`src/rtl/apb_mem_bridge_if.sv`:
```
// APB3 completer signals plus the single-outstanding req/ready memory port.
// Modport slave is the bridge side; master is the APB requester + memory side.
interface apb_mem_bridge_if;
  logic        psel_i;
  logic        penable_i;
  logic        pwrite_i;
  logic [31:0] paddr_i;
  logic [31:0] pwdata_i;
  logic [31:0] prdata_o;
  logic        pready_o;
  logic        pslverr_o;

  logic        req_o;
  logic        req_rnw_o;
  logic [9:0]  req_addr_o;
  logic [31:0] req_wdata_o;
  logic        req_ready_i;
  logic [31:0] req_rdata_i;

  modport slave (
    input  psel_i, penable_i, pwrite_i, paddr_i, pwdata_i, req_ready_i, req_rdata_i,
    output prdata_o, pready_o, pslverr_o, req_o, req_rnw_o, req_addr_o, req_wdata_o
  );

  modport master (
    output psel_i, penable_i, pwrite_i, paddr_i, pwdata_i, req_ready_i, req_rdata_i,
    input  prdata_o, pready_o, pslverr_o, req_o, req_rnw_o, req_addr_o, req_wdata_o
  );
endinterface

```
`src/rtl/apb_mem_bridge.sv`:
```
// APB3 window -> 1024x32 memory request bridge, one transfer in flight; access takes 2+k cycles (1 on decode error).
// APB is stalled (pready low) until memory answers or the optional timeout aborts with pslverr.
module apb_mem_bridge #(
  parameter logic [31:0] BASE_ADDR = 32'h0000_0000,
  parameter int          TIMEOUT   = 16
) (
  input logic             clk,
  input logic             reset_n,
  apb_mem_bridge_if.slave bus
);
  localparam int CW = ($clog2(TIMEOUT + 1) < 1) ? 1 : $clog2(TIMEOUT + 1);
  localparam logic [CW-1:0] CNT_LAST = CW'((TIMEOUT > 0) ? TIMEOUT - 1 : 0);

  typedef enum logic [1:0] {IDLE, REQ, DONE} state_t;

  state_t        state_q, state_d;
  logic [CW-1:0] cnt_q, cnt_d;
  logic          req_q, req_d;
  logic          rnw_q, rnw_d;
  logic [9:0]    addr_q, addr_d;
  logic [31:0]   wdata_q, wdata_d;
  logic [31:0]   prdata_q, prdata_d;
  logic          pready_q, pready_d;
  logic          pslverr_q, pslverr_d;
  logic          hit;

  assign hit = (bus.paddr_i[31:12] == BASE_ADDR[31:12]) && (bus.paddr_i[1:0] == 2'b00);

  always_comb begin
    state_d   = state_q;
    cnt_d     = cnt_q;
    req_d     = req_q;
    rnw_d     = rnw_q;
    addr_d    = addr_q;
    wdata_d   = wdata_q;
    prdata_d  = '0;
    pready_d  = 1'b0;
    pslverr_d = 1'b0;
    unique case (state_q)
      IDLE: begin
        if (bus.psel_i && bus.penable_i) begin
          if (hit) begin
            state_d = REQ;
            req_d   = 1'b1;
            rnw_d   = ~bus.pwrite_i;
            addr_d  = bus.paddr_i[11:2];
            wdata_d = bus.pwdata_i;
            cnt_d   = '0;
          end else begin
            state_d   = DONE;
            pready_d  = 1'b1;
            pslverr_d = 1'b1;
          end
        end
      end
      REQ: begin
        // Ready is tested first so it wins over a coincident timeout.
        if (bus.req_ready_i) begin
          state_d  = DONE;
          req_d    = 1'b0;
          pready_d = 1'b1;
          prdata_d = rnw_q ? bus.req_rdata_i : 32'h0;
        end else if ((TIMEOUT != 0) && (cnt_q == CNT_LAST)) begin
          state_d   = DONE;
          req_d     = 1'b0;
          pready_d  = 1'b1;
          pslverr_d = 1'b1;
        end else if (cnt_q != '1) begin
          cnt_d = cnt_q + 1'b1;
        end
      end
      DONE: state_d = IDLE;
      default: state_d = IDLE;
    endcase
  end

  always_ff @(posedge clk) begin
    if (!reset_n) begin
      state_q   <= IDLE;
      cnt_q     <= '0;
      req_q     <= 1'b0;
      rnw_q     <= 1'b0;
      addr_q    <= '0;
      wdata_q   <= '0;
      prdata_q  <= '0;
      pready_q  <= 1'b0;
      pslverr_q <= 1'b0;
    end else begin
      state_q   <= state_d;
      cnt_q     <= cnt_d;
      req_q     <= req_d;
      rnw_q     <= rnw_d;
      addr_q    <= addr_d;
      wdata_q   <= wdata_d;
      prdata_q  <= prdata_d;
      pready_q  <= pready_d;
      pslverr_q <= pslverr_d;
    end
  end

  assign bus.req_o       = req_q;
  assign bus.req_rnw_o   = rnw_q;
  assign bus.req_addr_o  = addr_q;
  assign bus.req_wdata_o = wdata_q;
  assign bus.prdata_o    = prdata_q;
  assign bus.pready_o    = pready_q;
  assign bus.pslverr_o   = pslverr_q;
endmodule

```
`src/flat_wrapper.sv`:
```
// flat-port wrapper written by rule: the top's interface ports become plain ports
module apb_mem_bridge_flat 
#(
  parameter logic [31:0] BASE_ADDR = 32'h0000_0000,
  parameter int          TIMEOUT   = 16
)
  (clk, reset_n, bus_psel_i, bus_penable_i, bus_pwrite_i, bus_paddr_i, bus_pwdata_i, bus_req_ready_i, bus_req_rdata_i, bus_prdata_o, bus_pready_o, bus_pslverr_o, bus_req_o, bus_req_rnw_o, bus_req_addr_o, bus_req_wdata_o);
  apb_mem_bridge_if bus_i ();
  input logic clk;
  input logic reset_n;
  input wire logic [$bits(bus_i.psel_i)-1:0] bus_psel_i;
  input wire logic [$bits(bus_i.penable_i)-1:0] bus_penable_i;
  input wire logic [$bits(bus_i.pwrite_i)-1:0] bus_pwrite_i;
  input wire logic [$bits(bus_i.paddr_i)-1:0] bus_paddr_i;
  input wire logic [$bits(bus_i.pwdata_i)-1:0] bus_pwdata_i;
  input wire logic [$bits(bus_i.req_ready_i)-1:0] bus_req_ready_i;
  input wire logic [$bits(bus_i.req_rdata_i)-1:0] bus_req_rdata_i;
  output wire logic [$bits(bus_i.prdata_o)-1:0] bus_prdata_o;
  output wire logic [$bits(bus_i.pready_o)-1:0] bus_pready_o;
  output wire logic [$bits(bus_i.pslverr_o)-1:0] bus_pslverr_o;
  output wire logic [$bits(bus_i.req_o)-1:0] bus_req_o;
  output wire logic [$bits(bus_i.req_rnw_o)-1:0] bus_req_rnw_o;
  output wire logic [$bits(bus_i.req_addr_o)-1:0] bus_req_addr_o;
  output wire logic [$bits(bus_i.req_wdata_o)-1:0] bus_req_wdata_o;
  assign bus_i.psel_i = bus_psel_i;
  assign bus_i.penable_i = bus_penable_i;
  assign bus_i.pwrite_i = bus_pwrite_i;
  assign bus_i.paddr_i = bus_paddr_i;
  assign bus_i.pwdata_i = bus_pwdata_i;
  assign bus_i.req_ready_i = bus_req_ready_i;
  assign bus_i.req_rdata_i = bus_req_rdata_i;
  assign bus_prdata_o = bus_i.prdata_o;
  assign bus_pready_o = bus_i.pready_o;
  assign bus_pslverr_o = bus_i.pslverr_o;
  assign bus_req_o = bus_i.req_o;
  assign bus_req_rnw_o = bus_i.req_rnw_o;
  assign bus_req_addr_o = bus_i.req_addr_o;
  assign bus_req_wdata_o = bus_i.req_wdata_o;
  apb_mem_bridge #(.BASE_ADDR(BASE_ADDR), .TIMEOUT(TIMEOUT)) u_core (.clk(clk), .reset_n(reset_n), .bus(bus_i));
endmodule
```
`config.mk`:
```
export PLATFORM = sky130hd
export DESIGN_NAME = apb_mem_bridge_flat
export DESIGN_NICKNAME = d
export VERILOG_FILES = /design/src/rtl/apb_mem_bridge_if.sv /design/src/rtl/apb_mem_bridge.sv /design/src/flat_wrapper.sv
export SDC_FILE = /design/constraint.sdc
export NUM_CORES = 1
export LEC_CHECK = 0
export CORE_ASPECT_RATIO = 1.75
export CORE_UTILIZATION = 25
export DETAILED_ROUTE_END_ITERATION = 16
export GPL_TIMING_DRIVEN = 0
export SLEW_MARGIN = 25
export SYNTH_ARGS = -nofsm -noshare
export SYNTH_HDL_FRONTEND = slang
export SYNTH_SLANG_ARGS = --single-unit
```
`constraint.sdc`:
```
create_clock -name clk -period 3.95 [get_ports clk]
set_clock_uncertainty 0.15 [all_clocks]
set_input_delay 0.79 -clock clk [delete_from_list [all_inputs] [get_ports clk]]
set_output_delay 0.79 -clock clk [all_outputs]
set_load 0.02 [all_outputs]
```
==> reports/metrics.csv, run 1 <==
metric,value,unit
chipWidth,83.4,um
grt_usage,14.3,%
slew_headroom,69.0,%
synthesis.nets,420,
post_cts_buffers,0,
ys_async_sr_fraction,0,%
status,"finished, final reports clean",
hold_start,u_core.bus.req_wdata_o[28],
rsz0062_at_grt,no,
min_path_type,register to register,
wl_per_cell,13.2,um
maxCapViolCount,0,
io_pins,180,
peakVddDrop,203,uV
setup-tns-final,0,ps
core_region_area,11200,um^2
end_kind,register,
ys_seq_area_share,58.7,%
postRouteAntennaNets,0,
rows,51,
clock-sinks,85,
drt_iter0_drc,94,
period_minus_slack,2630,ps
grt-busiest-layer,met2,
crit_type,input pin to register,
ys.flop_type,dfxtp_1,
grt_util_met3,5.02,%
drt_pass1_iterations,4,
reg2reg_from,u_core.cnt_q[0],
synth_common_cells,"88 x nand2_1, 85 x dfxtp_1, 44 x a21oi_1, 32 x and2_1, 9 x clkbuf_1",
fin_nets,610,
fill_cells,1099,
dieArea,12000,um^2
power_density,363,nW/um^2
viasPerCell,4.38,
synth_top_area_share,58.7,%
cts_root_buffer,clkbuf_16,
path_max_fanout,10,
crit_path_cell_trace,clkdlybuf4s50_1 -> nor4_2 -> nand4_2 -> or3_1 -> buf_6 -> buf_6 -> nand4_1 -> o41ai_1,
antenna_found_initial,0,
ys_warn_count,0,
antenna_cells,0,
worstPathArrival,2690,ps
htreeDepth,3,
regArea,1700,um^2
hold_viol_final,0,
place_hpwl,6.59,mm
ctsHoldBuffers,0,
yosysMostFrequentCell,nand2_1,
crit_family,simple AND/OR/NAND/NOR gates,
grt_max_degree,14,
crit_slowest_cell,or3_1,
cts_tree,yes,
area_delta_synth_final,78.4,%
clk_transition_reported_paths,60,ps
synth-edff-count,0,
crit_path_start,bus_paddr_i[13],
grt-ovfl-total,0,
drive_gt1_share,5.70,%
cts_buffer_depth,2,
setup_violations,0,
vias,2809,
grt_pass1_wl,13.7,mm
slowest_delay,450,ps
syn_area,2900,um^2
yosys.area.top_type,dfxtp_1,
gp_congestion,0.740,
insertion_delay,330,ps
p_leak,0.00184,uW
path_common_cell,buf_6,
cts_made_buffers,9,
timing.fmax,380,MHz
use_met1,14.3,%
grt_use_met2,26.6,%
critPathBufInv,3,
syn_avg_cell_area,9.20,um^2
worstSetupStartpointType,input pin,
drc,0,
cts.repair.resized,0,
required,4010,ps
die_y,144,um
routed_wl,8.46,mm
grt_pass1_vias,2977,
timing_worst_slew_pin_value,454,ps
synthDistinctLibCells,33,
synth-seq-cells,85,
synthTopCellsByArea,"dfxtp_1 59%, nand2_1 11%, a21oi_1 7.6%",
multi_input_area,1090,um^2
finalCritPeriodShare,66.6,%
start_util,25.8,%
post-place-ws,925,ps
port_buffers,179,
syn_inst,315,
setup_ws,1320,ps
slew_violations,0,
metal layers:
| layer | up-vias | part of all wire [%] |
|---|---|---|
| met5 | - | 0 |
| met4 | 0 | 2.2 |
| met3 | 16 | 8.2 |
| met2 | 118 | 53 |
| met1 | 1258 | 36 |
| li1 | 1417 | - |
sequential cells by signal, summed over array words and instances, names as in the netlist:
| name | flops |
|---|---|
| u_core.bus.pslverr_o | 1 |
| u_core.bus.req_wdata_o | 32 |
| u_core.cnt_q | 5 |
| u_core.state_q | 2 |
| u_core.bus.req_addr_o | 10 |
| u_core.bus.prdata_o | 32 |
| u_core.bus.req_rnw_o | 1 |
| u_core.bus.pready_o | 1 |
| u_core.bus.req_o | 1 |
path summary, 6_finish.rpt:
check | cells after the start | endpoint | slack, ps
setup / recovery | 8 | u_core.cnt_q[4] | 1320
hold / removal | 2 | u_core.bus.req_wdata_o[28] | 300
setup reg to reg | 7 | u_core.cnt_q[3] | 1750
hold reg to reg | 2 | u_core.bus.req_wdata_o[28] | 300
final cells by class:
type	instances	share of cell area, %
Timing Repair Buffer	179	34.7
Sequential cell	85	32.9
Multi-Input combinational cell	211	21.1
Clock buffer	11	4.70
Tap cell	132	3.20
Buffer	17	1.91
Clock inverter	4	1.40
Inverter	2	0.145
stage by stage:
stage               hold WS [ps]  instances  cell area (um^2)  util, %  total power, uW
floorplan                    273        315              2900        -              891
global placement             287        626              4850     43.2              998
detailed placement           295        626              4850     43.2              999
CTS                          301        641              5170     46.0             1910
global route                 321        641              5170     46.0             1950
finish                       300        641              5170     46.0             1870
logic make-up after synthesis:
kind of cell	share of synthesized area (%)
flops	58.7
fa+ha+maj	1.30
compound gates	11.2
simple gates	25.1
buf+inv	3.67
cell usage in the layout (no fill, tap or decap), types with 4 or more instances in the layout:
cell | synthesis | final
a21oi_1 | 44 | 44
and2_1 | 32 | 32
buf_2 | 4 | 4
buf_6 | 4 | 4
clkbuf_1 | 9 | 10
clkbuf_16 | 0 | 9
clkdlybuf4s50_1 | 0 | 179
dfxtp_1 | 85 | 85
nand2_1 | 88 | 88
nand3_1 | 4 | 4
nor2_1 | 8 | 8
tightest hold or removal path, stage by stage, from the launching register on:
cell and delay (ps):
dfxtp_1 310, nand2_1 50, a21oi_1 50
power breakdown:
part	switching (uW)	total (uW)	internal, uW
clock network	328	895	567
logic	28.0	120	91.8
registers	0.827	859	858
Power figures use the tool's default switching activity.
==> inputs of run 2 (changes only) <==
Clock period 3.95 ns to 2.65 ns, I/O delays scaled along.
==> results of run 2 <==
Same layout as run 1 (identical final DEF). Status: finished, final reports clean.
Among the figures that moved: setup slack after placement 925 ps -> -115 ps; setup slack after layout 1320 ps -> 279 ps; register-to-register setup slack 1750 ps -> 450 ps; total power 1870 uW -> 2790 uW; worst IR drop on VDD 203 uV -> 303 uV
